--- src/rtl/gpio_seq_pkg.sv ---
// Shared types and helpers for the GPIO output-pattern sequencer.
// Optional build macro: GPIO_SEQ_REPCNT_EN (pass-repeat counter).
package gpio_seq_pkg;

  localparam int GPIO_SEQ_WIDTH = 12;
  localparam int GPIO_SEQ_ABITS = 3;
  localparam int GPIO_SEQ_HBITS = 16;

  typedef enum logic [1:0] {IDLE, RUN, FIN} gpio_seq_state_e;

  // Default-width step entry; modules with other widths declare a local
  // typedef of the same shape.
  typedef struct packed {
    logic [GPIO_SEQ_WIDTH-1:0] value;
    logic [GPIO_SEQ_HBITS-1:0] hold;
  } gpio_seq_entry;

  // A run length is usable only when it names at least one step and no
  // more steps than the table holds.
  function automatic logic gpio_seq_len_ok(input int unsigned len,
                                           input int unsigned depth);
    return (len != 0) && (len <= depth);
  endfunction

endpackage

--- src/rtl/gpio_seq_table.sv ---
// Step table: depth x (value, hold) register file, synchronous write,
// combinational reads. A read and write of one index in the same cycle
// returns the old entry.
module gpio_seq_table
  import gpio_seq_pkg::*;
#(
  parameter int width = 12,
  parameter int abits = 3,
  parameter int hbits = 16
) (
  input  logic             i_clk,
  input  logic             i_rst,
  input  logic             i_wr_ena,
  input  logic [abits-1:0] i_wr_addr,
  input  logic [width-1:0] i_wr_value,
  input  logic [hbits-1:0] i_wr_hold,
  input  logic [abits-1:0] i_cur_addr,
  output logic [hbits-1:0] o_cur_hold,
  input  logic [abits-1:0] i_nxt_addr,
  output logic [width-1:0] o_nxt_value
);

  localparam int depth = 1 << abits;

  typedef struct packed {
    logic [width-1:0] value;
    logic [hbits-1:0] hold;
  } entry_t;

  entry_t mem_q [depth];

  // Table storage, cleared on reset.
  always_ff @(posedge i_clk or posedge i_rst) begin
    if (i_rst) begin
      for (int i = 0; i < depth; i++) mem_q[i] <= '0;
    end else if (i_wr_ena) begin
      mem_q[i_wr_addr] <= '{value: i_wr_value, hold: i_wr_hold};
    end
  end

  assign o_cur_hold  = mem_q[i_cur_addr].hold;
  assign o_nxt_value = mem_q[i_nxt_addr].value;

endmodule

--- src/rtl/gpio_seq.sv ---
// GPIO output-pattern sequencer: plays a programmed step table onto the
// GPIO output-value path, once or looping, abortable.
// Optional build macro: GPIO_SEQ_REPCNT_EN adds i_rep / o_pass.
module gpio_seq
  import gpio_seq_pkg::*;
#(
  parameter int width = 12,
  parameter int abits = 3,
  parameter int hbits = 16
) (
  input  logic             i_clk,
  input  logic             i_rst,
  input  logic             i_wr_ena,
  input  logic [abits-1:0] i_wr_addr,
  input  logic [width-1:0] i_wr_value,
  input  logic [hbits-1:0] i_wr_hold,
  input  logic [abits:0]   i_len,
  input  logic             i_loop,
  input  logic             i_start,
  input  logic             i_stop,
  output logic             o_busy,
  output logic [width-1:0] o_gpio,
  output logic             o_gpio_upd,
  output logic [abits-1:0] o_step,
  output logic             o_done
`ifdef GPIO_SEQ_REPCNT_EN
  ,
  input  logic [7:0]       i_rep,
  output logic [7:0]       o_pass
`endif
);

  localparam int depth = 1 << abits;

  gpio_seq_state_e  state_q, state_d;
  logic [abits-1:0] idx_q, idx_d;
  logic [hbits-1:0] cnt_q, cnt_d;
  logic [abits:0]   len_q, len_d;
  logic [width-1:0] gpio_q, gpio_d;
  logic             upd_q, upd_d;
`ifdef GPIO_SEQ_REPCNT_EN
  logic [7:0]       rem_q, rem_d;
  logic [7:0]       pass_q, pass_d;
`endif

  logic [hbits-1:0] cur_hold;
  logic [width-1:0] nxt_value;
  logic [abits-1:0] nxt_addr;
  logic             last;

  gpio_seq_table #(.width(width), .abits(abits), .hbits(hbits)) u_table (
    .i_clk       (i_clk),
    .i_rst       (i_rst),
    .i_wr_ena    (i_wr_ena),
    .i_wr_addr   (i_wr_addr),
    .i_wr_value  (i_wr_value),
    .i_wr_hold   (i_wr_hold),
    .i_cur_addr  (idx_q),
    .o_cur_hold  (cur_hold),
    .i_nxt_addr  (nxt_addr),
    .o_nxt_value (nxt_value)
  );

  // Next step to load: the following index mid-pass, else step 0
  // (both for a fresh start and for a wrap).
  assign last     = ({1'b0, idx_q} == (len_q - 1'b1));
  assign nxt_addr = (state_q == RUN && !last) ? idx_q + 1'b1 : '0;

  // Sequencer state registers.
  always_ff @(posedge i_clk or posedge i_rst) begin
    if (i_rst) begin
      state_q <= IDLE;
      idx_q   <= '0;
      cnt_q   <= '0;
      len_q   <= '0;
      gpio_q  <= '0;
      upd_q   <= 1'b0;
`ifdef GPIO_SEQ_REPCNT_EN
      rem_q   <= '0;
      pass_q  <= '0;
`endif
    end else begin
      state_q <= state_d;
      idx_q   <= idx_d;
      cnt_q   <= cnt_d;
      len_q   <= len_d;
      gpio_q  <= gpio_d;
      upd_q   <= upd_d;
`ifdef GPIO_SEQ_REPCNT_EN
      rem_q   <= rem_d;
      pass_q  <= pass_d;
`endif
    end
  end

  // Next-state logic: start, hold counting, advance / wrap / finish, abort.
  always_comb begin
    logic wrap;
    state_d = state_q;
    idx_d   = idx_q;
    cnt_d   = cnt_q;
    len_d   = len_q;
    gpio_d  = gpio_q;
    upd_d   = 1'b0;
    wrap    = 1'b0;
`ifdef GPIO_SEQ_REPCNT_EN
    rem_d   = rem_q;
    pass_d  = pass_q;
`endif
    case (state_q)
      IDLE: begin
        if (!i_stop && i_start && gpio_seq_len_ok(int'(i_len), depth)) begin
          state_d = RUN;
          idx_d   = '0;
          cnt_d   = '0;
          len_d   = i_len;
          gpio_d  = nxt_value;
          upd_d   = 1'b1;
`ifdef GPIO_SEQ_REPCNT_EN
          rem_d   = i_rep;
          pass_d  = '0;
`endif
        end
      end
      RUN: begin
        if (i_stop) begin
          state_d = IDLE;
        end else if (cnt_q != cur_hold) begin
          cnt_d = cnt_q + 1'b1;
        end else if (!last) begin
          idx_d  = nxt_addr;
          cnt_d  = '0;
          gpio_d = nxt_value;
          upd_d  = 1'b1;
        end else begin
          wrap = i_loop;
`ifdef GPIO_SEQ_REPCNT_EN
          pass_d = pass_q + 8'd1;
          if (!i_loop && rem_q != '0) begin
            wrap  = 1'b1;
            rem_d = rem_q - 8'd1;
          end
`endif
          if (wrap) begin
            idx_d  = '0;
            cnt_d  = '0;
            gpio_d = nxt_value;
            upd_d  = 1'b1;
          end else begin
            state_d = FIN;
          end
        end
      end
      FIN:     state_d = IDLE;
      default: state_d = IDLE;
    endcase
  end

  assign o_busy     = (state_q == RUN);
  assign o_done     = (state_q == FIN);
  assign o_gpio     = gpio_q;
  assign o_gpio_upd = upd_q;
  assign o_step     = idx_q;
`ifdef GPIO_SEQ_REPCNT_EN
  assign o_pass     = pass_q;
`endif

endmodule

--- config.mk ---
export PLATFORM = sky130hd
export DESIGN_NAME = gpio_seq
export DESIGN_NICKNAME = d
export VERILOG_FILES = /design/src/rtl/gpio_seq_pkg.sv /design/src/rtl/gpio_seq_table.sv /design/src/rtl/gpio_seq.sv
export SDC_FILE = /design/constraint.sdc
export NUM_CORES = 1
export LEC_CHECK = 0
export BUFFER_PORTS_ARGS = -buffer_cell sky130_fd_sc_hd__buf_4
export CORE_UTILIZATION = 60
export CTS_BUF_LIST = sky130_fd_sc_hd__clkbuf_4 sky130_fd_sc_hd__clkbuf_8
export DETAILED_ROUTE_END_ITERATION = 6
export PLACE_DENSITY = 0.88
export SYNTH_ARGS = -nofsm -noshare
export SYNTH_HDL_FRONTEND = slang
export SYNTH_SLANG_ARGS = --single-unit
--- constraint.sdc ---
create_clock -name i_clk -period 24.5 [get_ports i_clk]
set_clock_uncertainty 0.15 [all_clocks]
set_input_delay 2.45 -clock i_clk [delete_from_list [all_inputs] [get_ports i_clk]]
set_output_delay 2.45 -clock i_clk [all_outputs]
set_load 0.02 [all_outputs]
* Word level (Yosys, flattened, before mapping)
Index checks and enable logic that the tools add are counted.
** Word-level totals
- Register bits after elaboration :: 262
- Bits in latches :: 0
- Bits in writable memories :: 0
- Memory bits (read-only) :: 0
- Bits of input ports :: 41
- Output and inout bits :: 18
- Word-level logic and storage cells :: 99
- Memories :: 0
** Cells by class
- Add/sub/neg operators :: 3
- Multiply operators :: 0
- Divide/modulo/power cells :: 0
- Order comparisons :: 5
- Eq/ne operators :: 12
- Shifts and indexed selects :: 0
- Multiplexer cells :: 40
- Bitwise gates (word level) :: 3
- Reductions and logical operators :: 14
** Operator list (number)
- $bwmux 224 :: 1
- $bmux 28 s3 :: 2
- $mux 16 :: 7
- $demux 28 s3 :: 1
- $mux 28 :: 3
- $mux 12 :: 5
- $pmux 16 s2 :: 1
- $pmux 12 s2 :: 1
- $mux 3 :: 6
- $add 16x1->16 const B :: 1
- $ne 16x16->1 :: 1
- $ge 4x4->1 const B :: 3
- $not 3->4 :: 3
- $mux 2 :: 5
- $ne 3x3->1 const B :: 3
- $reduce_and 4->1 :: 2
- $ne 2x2->1 const B :: 3
- $pmux 3 s2 :: 1
- $logic_and 1x1->1 :: 5
- $mux 1 :: 5
- $reduce_and 5->1 :: 1
- $eq 3x4->1 :: 1
- $le 4x4->1 const B :: 1
- $lt 4x1->1 const B :: 1
- other kinds (13) :: 14

* Longest topological paths before layout
Gate-level depths: netlist (run 1).
- Word-level depth :: 14
- Gate-level depth with buffers :: 13

* By module
From an unflattened synthesis (run 1), not the netlist that was laid out.
** Second synthesis, totals
- Cell total of the unflattened synthesis :: 793
- Area total of the unflattened synthesis :: 12454.4 µm²
** By module, submodules not included
- gpio_seq_table :: times used 1, cells an instance 581, area an instance 10256.1 µm²
- gpio_seq :: times used 1, cells an instance 212, area an instance 2198.4 µm²

* Worst setup path after synthesis (run 1)
OpenSTA, ideal clock, no wires.
- Path kind :: input -> register
- Start :: in i_wr_addr[0]
- End :: reg u_table.mem_q[100] (netlist bit)
- Setup time :: 0.125 ns
- Arrival :: 4.107 ns
- Data required time :: 24.225 ns
- Path slack :: 20.118 ns
- Stages :: 4
- Path buffers :: 2
- Cell sequence :: clkbuf_1 > nor3_1 > clkbuf_1 > mux2_2
** On the way
- Longest elaborated chain between the ends :: 6
- Elaborated cells on any way between the ends :: 7
- Those cells by class :: 2 x order compare; 3 x mux; 1 x bitwise; 1 x reduce/logical
** RTL lines
- start, declared :: RTL line gpio_seq.sv:14 : input logic [abits-1:0] i_wr_addr,
- $not 3->4 (implied by the code) * :: RTL line gpio_seq_table.sv:37 : mem_q[i_wr_addr] <= '{value: i_wr_value, hold: i_wr_hold};
- $ge 4x4->1 (implied by the code) or $lt 4x1->1 (tied branches) :: RTL line gpio_seq_table.sv:37
- $logic_and 1x1->1 (implied by the code) :: RTL line gpio_seq_table.sv:37
- $mux 28 (implied by the code) :: RTL line gpio_seq_table.sv:37
- $demux 28 s3 * :: RTL line gpio_seq_table.sv:37
- $bwmux 224 * :: RTL line gpio_seq_table.sv:37
- end signal, assigned by index :: RTL line gpio_seq_table.sv:37
- end, declared :: RTL line gpio_seq_table.sv:30 : entry_t mem_q [depth];
Every way passes the cells marked *; elsewhere a longest branch is shown, timed or not.
A chain may end at the register's enable or synchronous reset.

* Worst setup path after layout (run 1)
- Start :: reg idx_q[0] (netlist: o_step[0])
- End :: reg cnt_q[9]
** On the way
- Longest elaborated chain between the ends :: 8
- Elaborated cells on any way between the ends :: 12
- Those cells by class :: 3 x eq/ne; 7 x mux; 1 x bitwise; 1 x reduce/logical
** RTL lines
- start, declared :: RTL line gpio_seq.sv:36 : logic [abits-1:0] idx_q, idx_d;
- start signal, assigned :: RTL line gpio_seq.sv:84 : idx_q <= idx_d;
- $not 3->4 (implied by the code) :: RTL line gpio_seq_table.sv:41 : assign o_cur_hold = mem_q[i_cur_addr].hold;
- $bmux 28 s3 :: RTL line gpio_seq_table.sv:41
- $mux 16 (implied by the code) (2 in a row) :: RTL line gpio_seq_table.sv:41
- $ne 16x16->1 :: RTL line gpio_seq.sv:128 : end else if (cnt_q != cur_hold) begin
- $mux 16 :: RTL line gpio_seq.sv:128
- $mux 16 :: RTL line gpio_seq.sv:126 : if (i_stop) begin
- $pmux 16 s2 :: RTL line gpio_seq.sv:110 : case (state_q)
- end signal, assigned :: RTL line gpio_seq.sv:85 : cnt_q <= cnt_d;
- end, declared :: RTL line gpio_seq.sv:37 : logic [hbits-1:0] cnt_q, cnt_d;
Several ways; a longest one is shown, not always the timed one. The select of a mux whose other input is x is not followed.

==> summary.txt, run 1 <==
Timing
  • Hold Vio Cnt, Final: 0
  • Tmin final: 4.75 ns
  • Final Max Tran Viols: 0
  • Fin Hold WS: 0.348 ns
  • Max_slew headroom: 26.3%
  • Slew @ Worst Pin: 1.10 ns
  • Tcrit/Tclk final: 19.4%
  • RSZ-0062 raised after global routing: no
  • FMAX: 211 MHz
  • Setup TNS: 0 ns
  • Final worst slack: 19.75 ns
  • Final setup vio count: 0

Yosys
  • Seq/Total Area, Yosys: 53.9%
  • Post-synthesis cell area: 0.0122 sq mm
  • Synth async-reset ratio: 100%
  • Synthesized Nets: 950
  • Synth Warn #: 0
  • Mapped Avg Cell Area: 13.4 sq um
  • Post-synthesis simple-gate area fraction: 4.46%
  • Main synth FF type: dfrtp_1
  • Post-synthesis mux area share: 30.2%
  • Synth cell types: 49
  • Adder-Cell Fraction of Synth Area: 0.308%
  • Gate Count Post-Synth: 906
  • Synth Area in Compound Gates: 6.98%
  • Synthesized flop and latch total: 262
  • Post-Synth XOR/XNOR Area: 1.58%
  • Number of synthesized flops with an enable pin: 0
  • Largest family of logic cells by synthesized area: multiplexers

Global routing
  • Busiest grt layer: met2
  • Grt ovf: 0
  • First-pass GRT wire length: 44.4 mm
  • Met1 usage in global routing: 35.1%
  • Initial antenna violation count: 0
  • GR Util All Layers: 28.2%
  • Largest net degree at the start of global routing: 141
  • Met3 Use GR: 4.24%
  • Global routing usage on met2: 48.4%
  • Number of global-route vias before repair: 8443

Floorplan
  • Core ar.: 0.0197 sq mm
  • Initial core utilization: 61.9%
  • Die Y: 144 um
  • Num rows: 51
  • Die area: 0.0209 sq mm
  • Die Wd: 144 um
  • I/O pins: 59

Clock network
  • Clock sinks: 262
  • Clock tree buffer depth: 3
  • Clk_lat worst skew: 0.57 ns
  • Setup bufs post-CTS: 0
  • Post_cts resized: 0
  • H-tree levels: 2
  • Root buf cell: clkbuf_8
  • Worst-path clk slew: 0.06 ns
  • Clock buffer count from CTS: 45
  • Hold buffers post-CTS: 0
  • CTS tree: yes

Setup path
  • Critical Path End Type: register
  • Crit-path cells: buf_4 -> mux4_2 -> mux2i_1 -> xnor2_1 -> nor4_1 -> nand4_1 -> o31ai_2 -> inv_1 -> o22ai_1
  • Critical path type: register to register
  • Required time of the critical path: 24.82 ns
  • Crit path max fanout: 53
  • CP max stage cell: o31ai_2
  • Arr. time, crit path: 5.06 ns
  • Startpoint Class: register
  • Slowest stage delay, CP: 1.01 ns

Routing
  • Antenna Nets Post-Route: 0
  • WL per Instance: 21.3 um
  • # DRC: 0
  • Pre-Repair DR Iteration Count: 5
  • Vias: 7799
  • DR iter-0 viols: 536
  • Final wirelength: 27.1 mm
  • Vias per std cell: 6.12

Layout
  • Multi-input gate area: 0.00532 sq mm
  • Storage cell area: 0.00656 sq mm
  • Layout net count: 1018
  • Area delta synth->final: 13.8%
  • Layout Cells excl Fill: 1274
  • Filler cell count: 1342
  • Share of cells above drive strength 1: 43.7%
  • Diodes inserted: 0

Place
  • DP Worst Slack: 19.84 ns
  • IO Port Bufs: 58
  • HPWL Detailed: 15.8 mm
  • Final GP Congestion: 0.785
  • Cell total after placement: 1192

Power
  • Switching part of the total: 28.9%
  • Clock Power Share: 31.8%
  • PwrDens: 98.2 mW/mm^2
  • Cell internal pwr: 0.966 mW
  • Pleak: 6.00 nW
  • Worst VDD drop: 0.0000666 V
  • Comb power frac: 23.0%
  • Sequential Power Share: 45.2%
  • Net Sw Power: 0.393 mW
  • PnR Total Power: 1.36 mW

Flow run
  • Max Cap Viol: 0

Status
  • Status: complete, no violations

Worst hold path
  • Hold Crit Class: register to register
## path summary, 6_finish.rpt
check                                       start                  to  slack, ns  cells after the start
worst max-delay path                    o_step[0]            cnt_q[9]      19.75                      9
worst min-delay path            u_table.mem_q[81]   u_table.mem_q[81]       0.35                      1
worst max register to register          o_step[0]            cnt_q[9]      19.75                      9
worst min register to register  u_table.mem_q[81]   u_table.mem_q[81]       0.35                      1
max in group asynchronous                   i_rst           o_step[0]      20.68                      3
min in group asynchronous                   i_rst  u_table.mem_q[177]       1.93                      2
## cells by family (layout without fill, tap and decap cells)
family	Yosys count	count (layout)
buffers and inverters	71	174
AND/OR/NAND/NOR	108	108
adder cells (fa/ha/maj)	3	3
AO/OA/AOI/OAI	127	127
multiplexers	313	313
XOR/XNOR	22	22
flip-flops	262	262
## state kept, by name, summed over array words and instances, names as in the netlist
register / count
cnt_q: 16
u_table.mem_q: 224
o_gpio: 12
state_q: 2
o_step: 3
len_q: 4
o_gpio_upd: 1
## cells in the final DEF, fill, tap and decap left out, types with 4 or more instances in the layout
| cell type | instances |
|---|---|
| nand3_1 | 5 |
| a31oi_1 | 4 |
| o22ai_1 | 16 |
| nor2_1 | 25 |
| a221oi_1 | 11 |
| mux2i_1 | 39 |
| inv_1 | 18 |
| mux4_2 | 16 |
| dfrtp_1 | 260 |
| buf_4 | 73 |
| nor4_1 | 4 |
| a21o_1 | 7 |
| clkbuf_4 | 18 |
| clkbuf_8 | 57 |
| nor3_1 | 6 |
| nor2b_1 | 7 |
| o21ai_0 | 18 |
| o2bb2ai_1 | 14 |
| xor2_1 | 9 |
| mux2_2 | 252 |
| nand2_1 | 30 |
| a211oi_1 | 6 |
| xnor2_1 | 13 |
| mux2_4 | 4 |
| nand2b_1 | 7 |
| a21oi_1 | 36 |
| o221ai_1 | 7 |
## critical path: cells and delay by family, from the launching register on
kind            cells  cell delay (ns)
compound gates      2             1.20
xor+xnor            1             0.14
buf+inv             2             0.87
flops               1             0.56
mux                 2             0.84
simple gates        2             0.87
## final cells by class
type                    instances  share of cell area [%]
clock inverters                 7                   0.651
inverters                      19                   0.569
repair buffers                 73                    3.96
flip-flops and latches        262                    47.4
well taps                     265                    2.39
clock buffers                  75                    6.64
multi-input cells             573                    38.4
## routing by layer
metal | part of all wire (%) | routed length (um)
met3 | 4.3 | 1160
met5 | 0 | 0
met2 | 51 | 14000
met4 | 2.9 | 791
met1 | 41 | 11200
## stage by stage
stage	utilization [%]	cell area, sq um
floorplan	-	12200
global placement	65.3	12800
detailed placement	65.3	12800
CTS	70.5	13800
global route	70.5	13800
finish	70.5	13800
## power by group through the flow
stage | Sequential, mW | Clock [mW] | Combinational [mW]
floorplan | 0.604 | 0 | 0.234
detailed placement | 0.619 | 0 | 0.311
CTS | 0.613 | 0.438 | 0.315
global route | 0.627 | 0.457 | 0.341
global placement | 0.613 | 0 | 0.300
finish | 0.614 | 0.432 | 0.313
## Yosys cell counts, types with 2 or more instances
library cell  count  area, sq um
buf_6             3         33.8
mux4_2           16          360
mux2_2          252         2840
o2bb2ai_1        14          123
o21ai_0          18         90.1
ha_1              3         37.5
xor2_1            9         78.8
o22ai_1          16          100
mux2_1            2         22.5
a21o_1            7         52.6
nand4b_1          3         26.3
and2_1            2         12.5
o31a_1            2         17.5
o221ai_1          7         61.3
buf_8             2         30.0
nand2_1          30          113
a221oi_1         11         96.3
nand3_1           5         25.0
nor2b_1           7         43.8
or2_2             2         12.5
or3_1             2         12.5
nand4_1           3         18.8
xnor2_1          13          114
nor4_1            4         25.0
a21oi_1          36          180
clkbuf_1         36          135
and3_1            2         12.5
a211oi_1          6         45.0
nand2b_1          7         43.8
buf_2             5         25.0
mux2i_1          39          390
mux2_4            4         60.1
nor2_1           25         93.8
nand3b_1          3         22.5
a31oi_1           4         25.0
nor3_1            9         45.0
buf_1             5         18.8
dfrtp_1         262         6560
nor3b_1           2         15.0
inv_1            19         71.3
(Power assumes the default switching activity.)
==> run 2: changes to the inputs <==
==> constraint.sdc (replaced) <==
create_clock -name i_clk -period 4.5 [get_ports i_clk]
set_clock_uncertainty 0.15 [all_clocks]
set_input_delay 0.45 -clock i_clk [delete_from_list [all_inputs] [get_ports i_clk]]
set_output_delay 0.45 -clock i_clk [all_outputs]
set_load 0.02 [all_outputs]
==> run 2 against run 1 <==
Effect of this change:
- final cell count is the same
- design area is essentially flat
- die area is the same
- largest power group unchanged
- sequential power grew to 5.5 times the previous value
- sequential share of layout area is essentially flat
- count of clock-buffer cells in the layout shrank 7
- the run now ends with negative hold slack left
- critical path type unchanged
==> summary.txt, run 2 (synthesis results as in run 1) <==
Setup path
  • Critical Path End Type: register
  • Cell family with most CP delay: multiplexers
  • R2r setup slk: 0.58 ns (-19.17 ns)
  • Crit-path cells: mux4_2 -> mux2i_1 -> xnor2_1 -> nor4_1 -> nand4_1 -> o21a_1 -> mux2_4
  • Worst R2R Path Depth: 7 (-2)
  • R2R Path Start: o_step[0]
  • Critical path type: register to register
  • Slowest stage delay, CP: 0.82 ns (-0.19 ns)
  • Startpoint Class: register
  • FF-to-FF End: o_gpio[2]
  • Crit path max fanout: 38 (-28%)
  • Arr. time, crit path: 4.21 ns (-0.85 ns)
  • CP max stage cell: dfrtp_4
  • WP buf/inv: 0 (-2)
  • Required time of the critical path: 4.79 ns (-20.03 ns)

Floorplan
  • Die area: 0.0209 sq mm (unchanged)
  • Die Wd: 144 um (unchanged)
  • Num rows: 51 (unchanged)
  • I/O pins: 59 (unchanged)
  • Die Y: 144 um (unchanged)
  • Core ar.: 0.0197 sq mm (unchanged)
  • Initial core utilization: 61.9% (unchanged)

Routing
  • Vias per std cell: 6.21 (+1.4%)
  • # DRC: 0 (unchanged)
  • Pre-Repair DR Iteration Count: 5 (unchanged)
  • Antenna Nets Post-Route: 0 (unchanged)
  • Final wirelength: 27.7 mm (+2.0%)
  • WL per Instance: 21.7 um (+2.0%)
  • DR iter-0 viols: 569 (+6.2%)
  • Vias: 7912 (+1.4%)

Timing
  • RSZ-0062 raised after global routing: no
  • Max_slew headroom: 34.0% (+7.7 points)
  • Final Max Tran Viols: 0 (unchanged)
  • Setup TNS: 0 ns (unchanged)
  • Fin Hold WS: -0.0780 ns (-0.426 ns)
  • Tmin final: 3.92 ns (-0.828 ns)
  • Hold Vio Cnt, Final: 40 (+40)
  • Final worst slack: 0.582 ns (-19.17 ns)
  • Slew @ Worst Pin: 0.989 ns (-0.109 ns)
  • Final setup vio count: 0 (unchanged)
  • Tcrit/Tclk final: 87.1% (+68 points)
  • FMAX: 255 MHz (+21%)

Layout
  • Commonest non-fill, non-tap cell in the layout: dfrtp_1
  • Filler cell count: 1354 (+0.89%)
  • Utilization after layout: 70.4% (about the same)
  • Diodes inserted: 0 (unchanged)
  • Share of cells above drive strength 1: 43.3% (-0.40 points)
  • Max reg flops: 224 (unchanged)
  • Layout net count: 1023 (+0.49%)
  • Layout Cells excl Fill: 1274 (unchanged)
  • Reg with most FFs: u_table.mem_q
  • Area delta synth->final: 13.8% (about the same)
  • Commonest cells after routing, fill and taps aside: dfrtp_1, mux2_2, buf_4

Place
  • DP Worst Slack: 0.646 ns (-19.20 ns)
  • Final GP Congestion: 0.813 (+3.7%)
  • Cell total after placement: 1195 (+0.25%)
  • HPWL Detailed: 16.4 mm (+3.5%)
  • IO Port Bufs: 58 (unchanged)

Clock network
  • H-tree levels: 2 (unchanged)
  • Clk_lat worst skew: 0.56 ns (about the same)
  • Clock buffer count from CTS: 43 (-4.4%)
  • Clock sinks: 262 (unchanged)
  • CTS tree: yes
  • Root buf cell: clkbuf_8
  • Clock tree buffer depth: 3 (unchanged)
  • Worst-path clk slew: 0.06 ns (about the same)

Worst hold path
  • Hold Crit Class: primary input to asynchronous set/reset pin

Global routing
  • Initial antenna violation count: 0 (unchanged)
  • GR Util All Layers: 28.3% (+0.10 points)
  • Largest net degree at the start of global routing: 138 (-2.1%)
  • Grt ovf: 0 (unchanged)
  • First-pass GRT wire length: 44.6 mm (+0.50%)
  • Number of global-route vias before repair: 8487 (+0.52%)

Power
  • Pleak: 5.99 nW (-0.17%)
  • Worst VDD drop: 0.000350 V (+430%)
  • PwrDens: 522 mW/mm^2 (+430%)

Status
  • Failing checks: negative hold slack
  • Status: finished with violations

Flow run
  • Max Cap Viol: 0 (unchanged)
## run 2: changes by cell type in the layout (fill, tap and decap cells not counted)
cell           delta
bufinv_16         -2
clkbuf_8          -1
inv_8             +1
buf_12            +3
dlygate4sd3_1     +4
clkinv_2          +1
clkbuf_4          -6
## run 2: how the worst max path moves through the flow
stage	cells after the start	from	slack [ns]	end
after floorplan	1	i_rst	0.44	cnt_q[0]
after global placement	7	o_step[0]	0.74	o_gpio[11]
after detailed placement	7	o_step[0]	0.65	o_gpio[2]
after CTS	9	o_step[0]	0.64	o_gpio[9]
after global routing	9	o_step[2]	0.41	o_gpio[6]
final	7	o_step[0]	0.58	o_gpio[2]
## run 2: what timing repair did
item / CTS / global route
endpoints found under the hold margin: 4 / 0
setup buffers: 0 / 0
hold buffers: 4 / 0
resized for setup: 0 / 0
## run 2: through the flow
stage               power (mW)  cell area (sq um)  hold WS, ns
floorplan                 4.56              12200        0.321
global placement          4.97              12900        0.330
detailed placement        5.08              12900        0.337
CTS                       7.26              13800      0.00636
global route              7.58              13800      0.00905
finish                    7.23              13800      -0.0780
## run 2: power by group
group	internal [mW]	switching, mW	total, mW
clock network	1.22	0.938	2.16
registers	2.93	0.441	3.37
logic	0.937	0.766	1.70
total	5.09	2.15	7.23
## run 2: routing by layer
| layer | track usage, % | vias to the layer above | routed length (um) |
|---|---|---|---|
| li1 | - | 3483 | - |
| met1 | 35.6 | 4094 | 11300 |
| met2 | 48.7 | 274 | 14200 |
| met3 | 4.47 | 61 | 1520 |
| met4 | 11.4 | 0 | 684 |
| met5 | 0 | - | 0 |
## run 2: cell type report
cell class                      instances  area, sq um  area share (%)
Clock buffer                           68          861            6.22
Clock inverter                          7         50.0           0.361
Inverter                               19         75.1           0.542
Multi-Input combinational cell        573         5320            38.4
Sequential cell                       262         6560            47.4
Tap cell                              265          332            2.39
Timing Repair Buffer                   80          648            4.68
## run 2: tightest hold or removal path: stages
cell	delay, ns
buf_4	0.12
clkinvlp_4	0.10
buf_12	0.41
